===== config.mk =====
export PLATFORM = sky130hd
export DESIGN_NAME = seq_serializer
export DESIGN_NICKNAME = d
export VERILOG_FILES = /design/src/rtl/seq_serializer.sv
export SDC_FILE = /design/constraint.sdc
export NUM_CORES = 1
export LEC_CHECK = 0
export ABC_AREA = 1
export BUFFER_PORTS_ARGS = -buffer_cell sky130_fd_sc_hd__buf_2
export CAP_MARGIN = 5
export CORE_ASPECT_RATIO = 1.5
export CORE_MARGIN = 5
export CORE_UTILIZATION = 48
export CTS_CLUSTER_SIZE = 30
export DETAILED_ROUTE_END_ITERATION = 12
export PLACE_DENSITY_LB_ADDON = 0.08
export SETUP_SLACK_MARGIN = 0.3
export SYNTH_ARGS = -nofsm -noshare
export SYNTH_HDL_FRONTEND = slang
export SYNTH_SLANG_ARGS = --single-unit
export TNS_END_PERCENT = 10

===== constraint.sdc =====
create_clock -name clk -period 1.2 [get_ports clk]
set_input_delay 0.06 -clock clk [delete_from_list [all_inputs] [get_ports clk]]
set_output_delay 0.06 -clock clk [all_outputs]
set_load 0.02 [all_outputs]

===== src/rtl/seq_serializer.sv =====
// Parallel-to-serial front end: a one-word holding buffer feeds a shift register
// so words stream gaplessly onto seq_out; seq_out rests at IDLE_BIT between words.
module seq_serializer #(
    parameter int unsigned WIDTH     = 8,
    parameter bit          MSB_FIRST = 1'b1,
    parameter logic        IDLE_BIT  = 1'b0
) (
    input  logic             clk,
    input  logic             reset,
    input  logic [WIDTH-1:0] data_in,
    input  logic             data_valid,
    output logic             data_ready,
    output logic             seq_out,
    output logic             bit_valid,
    output logic             last_bit,
    output logic             busy
);

    localparam int unsigned      CNT_W      = $clog2(WIDTH);
    localparam logic [0:0]       ST_IDLE    = 1'b0;
    localparam logic [0:0]       ST_SHIFT   = 1'b1;
    localparam logic [CNT_W-1:0] CNT_LAST   = CNT_W'(WIDTH - 1);
    localparam logic [CNT_W-1:0] CNT_PENULT = CNT_W'(WIDTH - 2);

    logic [WIDTH-1:0] hold_r;
    logic             hold_full_r;
    logic [WIDTH-1:0] shreg_r;
    logic [CNT_W-1:0] cnt_r;
    logic [0:0]       state_r;
    logic             free_s;
    logic             accept_s;
    logic             transfer_s;

    // Bit that leaves the word first, according to the configured bit order.
    function automatic logic first_bit(input logic [WIDTH-1:0] w);
        if (MSB_FIRST) first_bit = w[WIDTH-1];
        else           first_bit = w[0];
    endfunction

    // Drop the bit just sent so the next one sits in the first_bit position.
    function automatic logic [WIDTH-1:0] advance(input logic [WIDTH-1:0] w);
        if (MSB_FIRST) advance = {w[WIDTH-2:0], 1'b0};
        else           advance = {1'b0, w[WIDTH-1:1]};
    endfunction

    // Shifter can take a new word when idle or while its final bit is on the wire.
    always_comb begin
        free_s = 1'b1;
        case (state_r)
            ST_IDLE:  free_s = 1'b1;
            ST_SHIFT: free_s = (cnt_r == CNT_LAST);
            default:  free_s = 1'b1;
        endcase
    end

    // Accept needs an empty buffer and transfer a full one, so they never coincide.
    assign accept_s   = data_valid && !hold_full_r;
    assign transfer_s = free_s && hold_full_r;
    assign data_ready = !hold_full_r;
    assign busy       = bit_valid || hold_full_r;

    // Holding buffer: filled on handshake, emptied when the shifter takes the word.
    always_ff @(posedge clk or posedge reset) begin
        if (reset) begin
            hold_r      <= {WIDTH{1'b0}};
            hold_full_r <= 1'b0;
        end else if (accept_s) begin
            hold_r      <= data_in;
            hold_full_r <= 1'b1;
        end else if (transfer_s) begin
            hold_full_r <= 1'b0;
        end
    end

    // Shift register and serial outputs; shreg_r holds the bits not yet sent.
    always_ff @(posedge clk or posedge reset) begin
        if (reset) begin
            shreg_r   <= {WIDTH{1'b0}};
            cnt_r     <= {CNT_W{1'b0}};
            state_r   <= ST_IDLE;
            seq_out   <= IDLE_BIT;
            bit_valid <= 1'b0;
            last_bit  <= 1'b0;
        end else if (transfer_s) begin
            shreg_r   <= advance(hold_r);
            seq_out   <= first_bit(hold_r);
            cnt_r     <= {CNT_W{1'b0}};
            state_r   <= ST_SHIFT;
            bit_valid <= 1'b1;
            last_bit  <= 1'b0;
        end else if (free_s) begin
            cnt_r     <= {CNT_W{1'b0}};
            state_r   <= ST_IDLE;
            seq_out   <= IDLE_BIT;
            bit_valid <= 1'b0;
            last_bit  <= 1'b0;
        end else begin
            shreg_r   <= advance(shreg_r);
            seq_out   <= first_bit(shreg_r);
            cnt_r     <= cnt_r + CNT_W'(1);
            last_bit  <= (cnt_r == CNT_PENULT);
        end
    end

endmodule


# Word-level counts from Yosys, hierarchy flattened
# Cells that the tools add are included.
word_totals:
  ff_bits: 23
  output_inout_bits: 5
  input_bits: 11
  elab_cells: 31
op_classes:
  muxes: 13
  bitwise: 1
  n_addsub: 1
  n_eq_ne: 3
  reduce_logical: 6
ops:
  columns: ["operator", "count"]
  rows:
  - ["two-way mux 8 bit", 2]
  - ["two-way mux 1 bit", 8]
  - ["equality test 3 bit (second input constant)", 2]
  - ["two-way mux 3 bit", 2]
  - ["nonzero test 2 bit", 2]
  - ["adder 3 x 1 -> 3 bit (second input constant)", 1]
  - ["logical AND 1 bit", 2]
  - ["inequality test 2 x 1 -> 1 bit (second input constant)", 1]
  - ["one-hot mux 1 bit (2 select lines)", 1]
  - ["logical NOT 1 bit", 1]
  - ["logical OR 1 bit", 1]
  - ["inverter 1 bit", 1]

# Depth between registers and ports, before layout
logic_depth:
  ltp_word: 5
  ltp_mapped: 7
  mapped_depth_nobuf: 6

# Least setup slack after synthesis
# No wires, ideal clock.
synth_path:
  path_type: "reg2reg"
  start: "register cnt_r[0]"
  end: "register shreg_r[4]"
  n_path_buf: 1
  required_time_ns: 1.076
  setup_slack_ns: -0.083
  stages_incl_launch_ff: 8
  setup_ns: 0.124
  arrival_ns: 1.159
  path_cell_list: "dfrtp_1 -> ha_1 -> ha_1 -> inv_1 -> nand2_1 -> buf_4 -> nand3_1 -> nand3_1"
synth_via:
  elab_chain_cells: 4
synth_rtl:
  columns: ["item", "line", "text"]
  rows:
  - ["start, declared", "28", "logic [CNT_W-1:0] cnt_r;"]
  - ["start signal, assigned", "79", "cnt_r <= {CNT_W{1'b0}};"]
  - ["start signal, assigned", "87", "cnt_r <= {CNT_W{1'b0}};"]
  - ["start signal, assigned", "92", "cnt_r <= {CNT_W{1'b0}};"]
  - ["equality test 3 bit *", "51", "ST_SHIFT: free_s = (cnt_r == CNT_LAST);"]
  - ["one-hot mux 1 bit (2 select lines) *", "49", "case (state_r)"]
  - ["logical AND 1 bit", "58", "assign transfer_s = free_s && hold_full_r;"]
  - ["inequality test 2 x 1 -> 1 bit (no line) / two-way mux 8 bit (equally long branches)", null, null]
  - ["end signal, assigned", "78", "shreg_r <= {WIDTH{1'b0}};"]
  - ["end signal, assigned", "85", "shreg_r <= advance(hold_r);"]
  - ["end signal, assigned", "98", "shreg_r <= advance(shreg_r);"]
  - ["end, declared", "27", "logic [WIDTH-1:0] shreg_r;"]
# Mark *: on every way between the ends. The rest lies on a longest branch, timed or not.
# A chain may end at the register's enable or synchronous reset.

# Worst setup path after layout
layout_path:
  start: "register cnt_r[1]"
  end: "register shreg_r[7]"
# Same word-level chain as after synthesis.

==> run_results.csv <==
group,metric,value,unit
status,status,"complete, but fails checks",
status,violations,"setup timing",
synth,syn_area,961,sq um
sta,finalCritPeriodShare,1.00,
sta,rsz0062_at_grt,"yes",
synth,muxShareOfSynthArea,0,
sta,hold_viol_final,0,
floorplanning,core-area,1880,sq um
sta,final-max-slew-violation-count,0,
finish,layout.cells.non_filler,154,
global_routing,grt_usage,0.161,
floorplanning,pin_count,16,
synth,synth.avg_cell_area,9.42,sq um
sta,setup_viol,2,
floorplanning,start_util,0.512,
global_routing,grt_pass1_vias,784,
worst_setup_path,worstSetupStartpointType,"flip-flop",
clocking,numClockSinks,22,
finish,n_antenna_cell,0,
synth,synth_compound_area_frac,0.00521,
synth,netlist_instances,102,
floorplanning,die_y,64.8,microns
finish,mostFrequentLayoutCell,"nand2_1",
finish,area_growth_syn_to_layout,36.8,%
synth,synth_top_family_by_area,"simple AND/OR/NAND/NOR gates",
worst_setup_path,cp_data_arrival_time,1.40,ns
clocking,clockBufferDepth,2,
synth,yosysTopAreaCellShare,0.573,
synth,ys_seq_area_frac,0.573,
floorplanning,fp.dieW,46.5,microns
route,ant_nets,0,
power_and_ir_drop,total_power,2.90,mW
global_routing,grt_pass1_wl,3.57,mm
placement,pre_cts_ws,-0.174,ns
finish,layout-drive-gt1-share,0.323,
route,drt-wirelength-per-cell,13.1,microns
synth,ys_top_cells_by_area,"dfrtp_1, nand3_1, nand2_1, ha_1, buf_4",
synth,synth_area_leader_cell,"dfrtp_1",
sta,finalCriticalPeriod,1.20,ns
synth,synth-xor-area-share,0,
route,routed_wl,2.02,mm
placement,placed_cells,135,
placement,place.gp.congestion,0.676,
sta,fmax,831,MHz
route,dr.pass1.iters,4,
job,maxCapViolations,0,
placement,io_buffers,15,
clocking,cts_tree,"built",
clocking,insertion_delay,0.30,ns
sta,timing.hold.ws,0.114,ns
clocking,path_clk_slew,0.11,ns
route,drt_iter0_markers,23,
power_and_ir_drop,power.density,2200,nW/um^2
worst_hold_path,min-delay-path-class,"in -> reg",
global_routing,overflow,0,
finish,n_fill_cell,149,
synth,synthAdderAreaFrac,0.0391,
route,vias,781,
synth,synth-simple-area-share,0.307,
sta,max_slew_margin,0.814,
clocking,cts_inserted_buffers,3,
finish,final_util,0.700,
route,drc,0,
worst_setup_path,cp_max_fo,11,
worst_setup_path,path_class,"reg -> reg",
global_routing,grt_max_degree,23,
placement,hpwl,1.21,mm
synth,syn_nets,116,
worst_setup_path,cp.required,1.39,ns
synth,synthDistinctLibCells,13,
global_routing,antenna_found_initial,0,
power_and_ir_drop,p_leak,0.668,nW
synth,synth_seq_cells,22,
sta,skew,0.00348,ns
floorplanning,dieArea,3020,sq um
finish,nNetsFinal,148,
sta,worst_slew_pin_slew,0.280,ns
clocking,cts_max_level,1,
worst_setup_path,crit_path_end_kind,"flip-flop",
floorplanning,num_rows,19,
finish,final_cell_mix,"nand2_1, nand3_1, dfrtp_1",
synth,yosys_warnings,0,
route,drt-vias-per-instance,5.07,
clocking,cts-root-buf,"clkbuf_4",
sta,setup_slack,-0.00382,ns
power_and_ir_drop,ir_drop,1.36,mV
[through the flow]
stage | setup TNS (ns) | cell area [sq um]
after CTS | 0 | 1260
after floorplan | 0 | 986
after global routing | -0.391 | 1320
final | -0.00577 | 1320
after detailed placement | -1.24 | 1050
after global placement | -0.830 | 1050
[flip-flops by register name, indices dropped and copies added, names as in the netlist]
name and cells:
hold_r 8, cnt_r 3, state_r 1, seq_out 1
hold_full_r 1, last_bit 1, shreg_r 7
[routing by layer]
| metal | vias up | GRT usage | share of wire |
|---|---|---|---|
| li1 | 397 | - | - |
| met1 | 367 | 0.206 | 0.41 |
| met2 | 15 | 0.257 | 0.54 |
| met3 | 2 | 0.0194 | 0.039 |
| met4 | 0 | 0.0854 | 0.0084 |
| met5 | - | 0 | 0 |
[repair_timing]
item,4_1_cts,5_1_grt
cloned,2,0
hold buffers,9,0
endpoints found under the setup margin,27,27
endpoints found under the hold margin,30,0
pin swaps,2,10
gates resized for setup,11,16
setup buffers,4,0
[worst paths after layout]
path / endpoint / from / depth (start not counted) / slack, ns
min in group asynchronous: hold_full_r / reset / 4 / 0.33
min: hold_r[6] / data_valid / 3 / 0.11
max: shreg_r[7] / cnt_r[1] / 6 / -0.004
max reg2reg: shreg_r[7] / cnt_r[1] / 6 / -0.004
max in group asynchronous: state_r / reset / 4 / 0.64
min reg2reg: hold_r[5] / hold_r[5] / 2 / 0.49
[worst max-delay path, stage by stage (launching register included)]
cell and delay [ns]:
dfrtp_1 0.40, ha_2 0.20, ha_4 0.18, inv_6 0.08, nand2_8 0.08, nand3_1 0.08, nand3_1 0.08
[report_power, final]
part | total (mW) | switching (mW) | internal [mW]
sequential | 1.24 | 0.191 | 1.05
clock | 0.394 | 0.209 | 0.185
combinational | 1.26 | 0.741 | 0.522
total | 2.90 | 1.14 | 1.76
[cell type report]
type	count	area, sq um	share of cell area
Sequential cell	22	553	0.421
Multi-Input combinational cell	69	413	0.314
Timing Repair Buffer	31	243	0.185
Clock buffer	4	36.3	0.0276
Inverter	6	32.5	0.0247
Tap cell	21	26.3	0.0200
Timing Repair inverter	1	11.3	0.00856
[Yosys cell counts (all sizes together)]
library cell	instances
nand2	30
inv	6
nor2	5
nand3	29
o21ai	1
ha	3
buf	6
dfrtp	22
[cell families after synthesis]
| family | after synthesis |
|---|---|
| compound gates | 1 |
| fa+ha+maj | 3 |
| buf+inv | 12 |
| flops | 22 |
| simple gates | 64 |
Note: power is estimated with default switching activity, not from simulation.
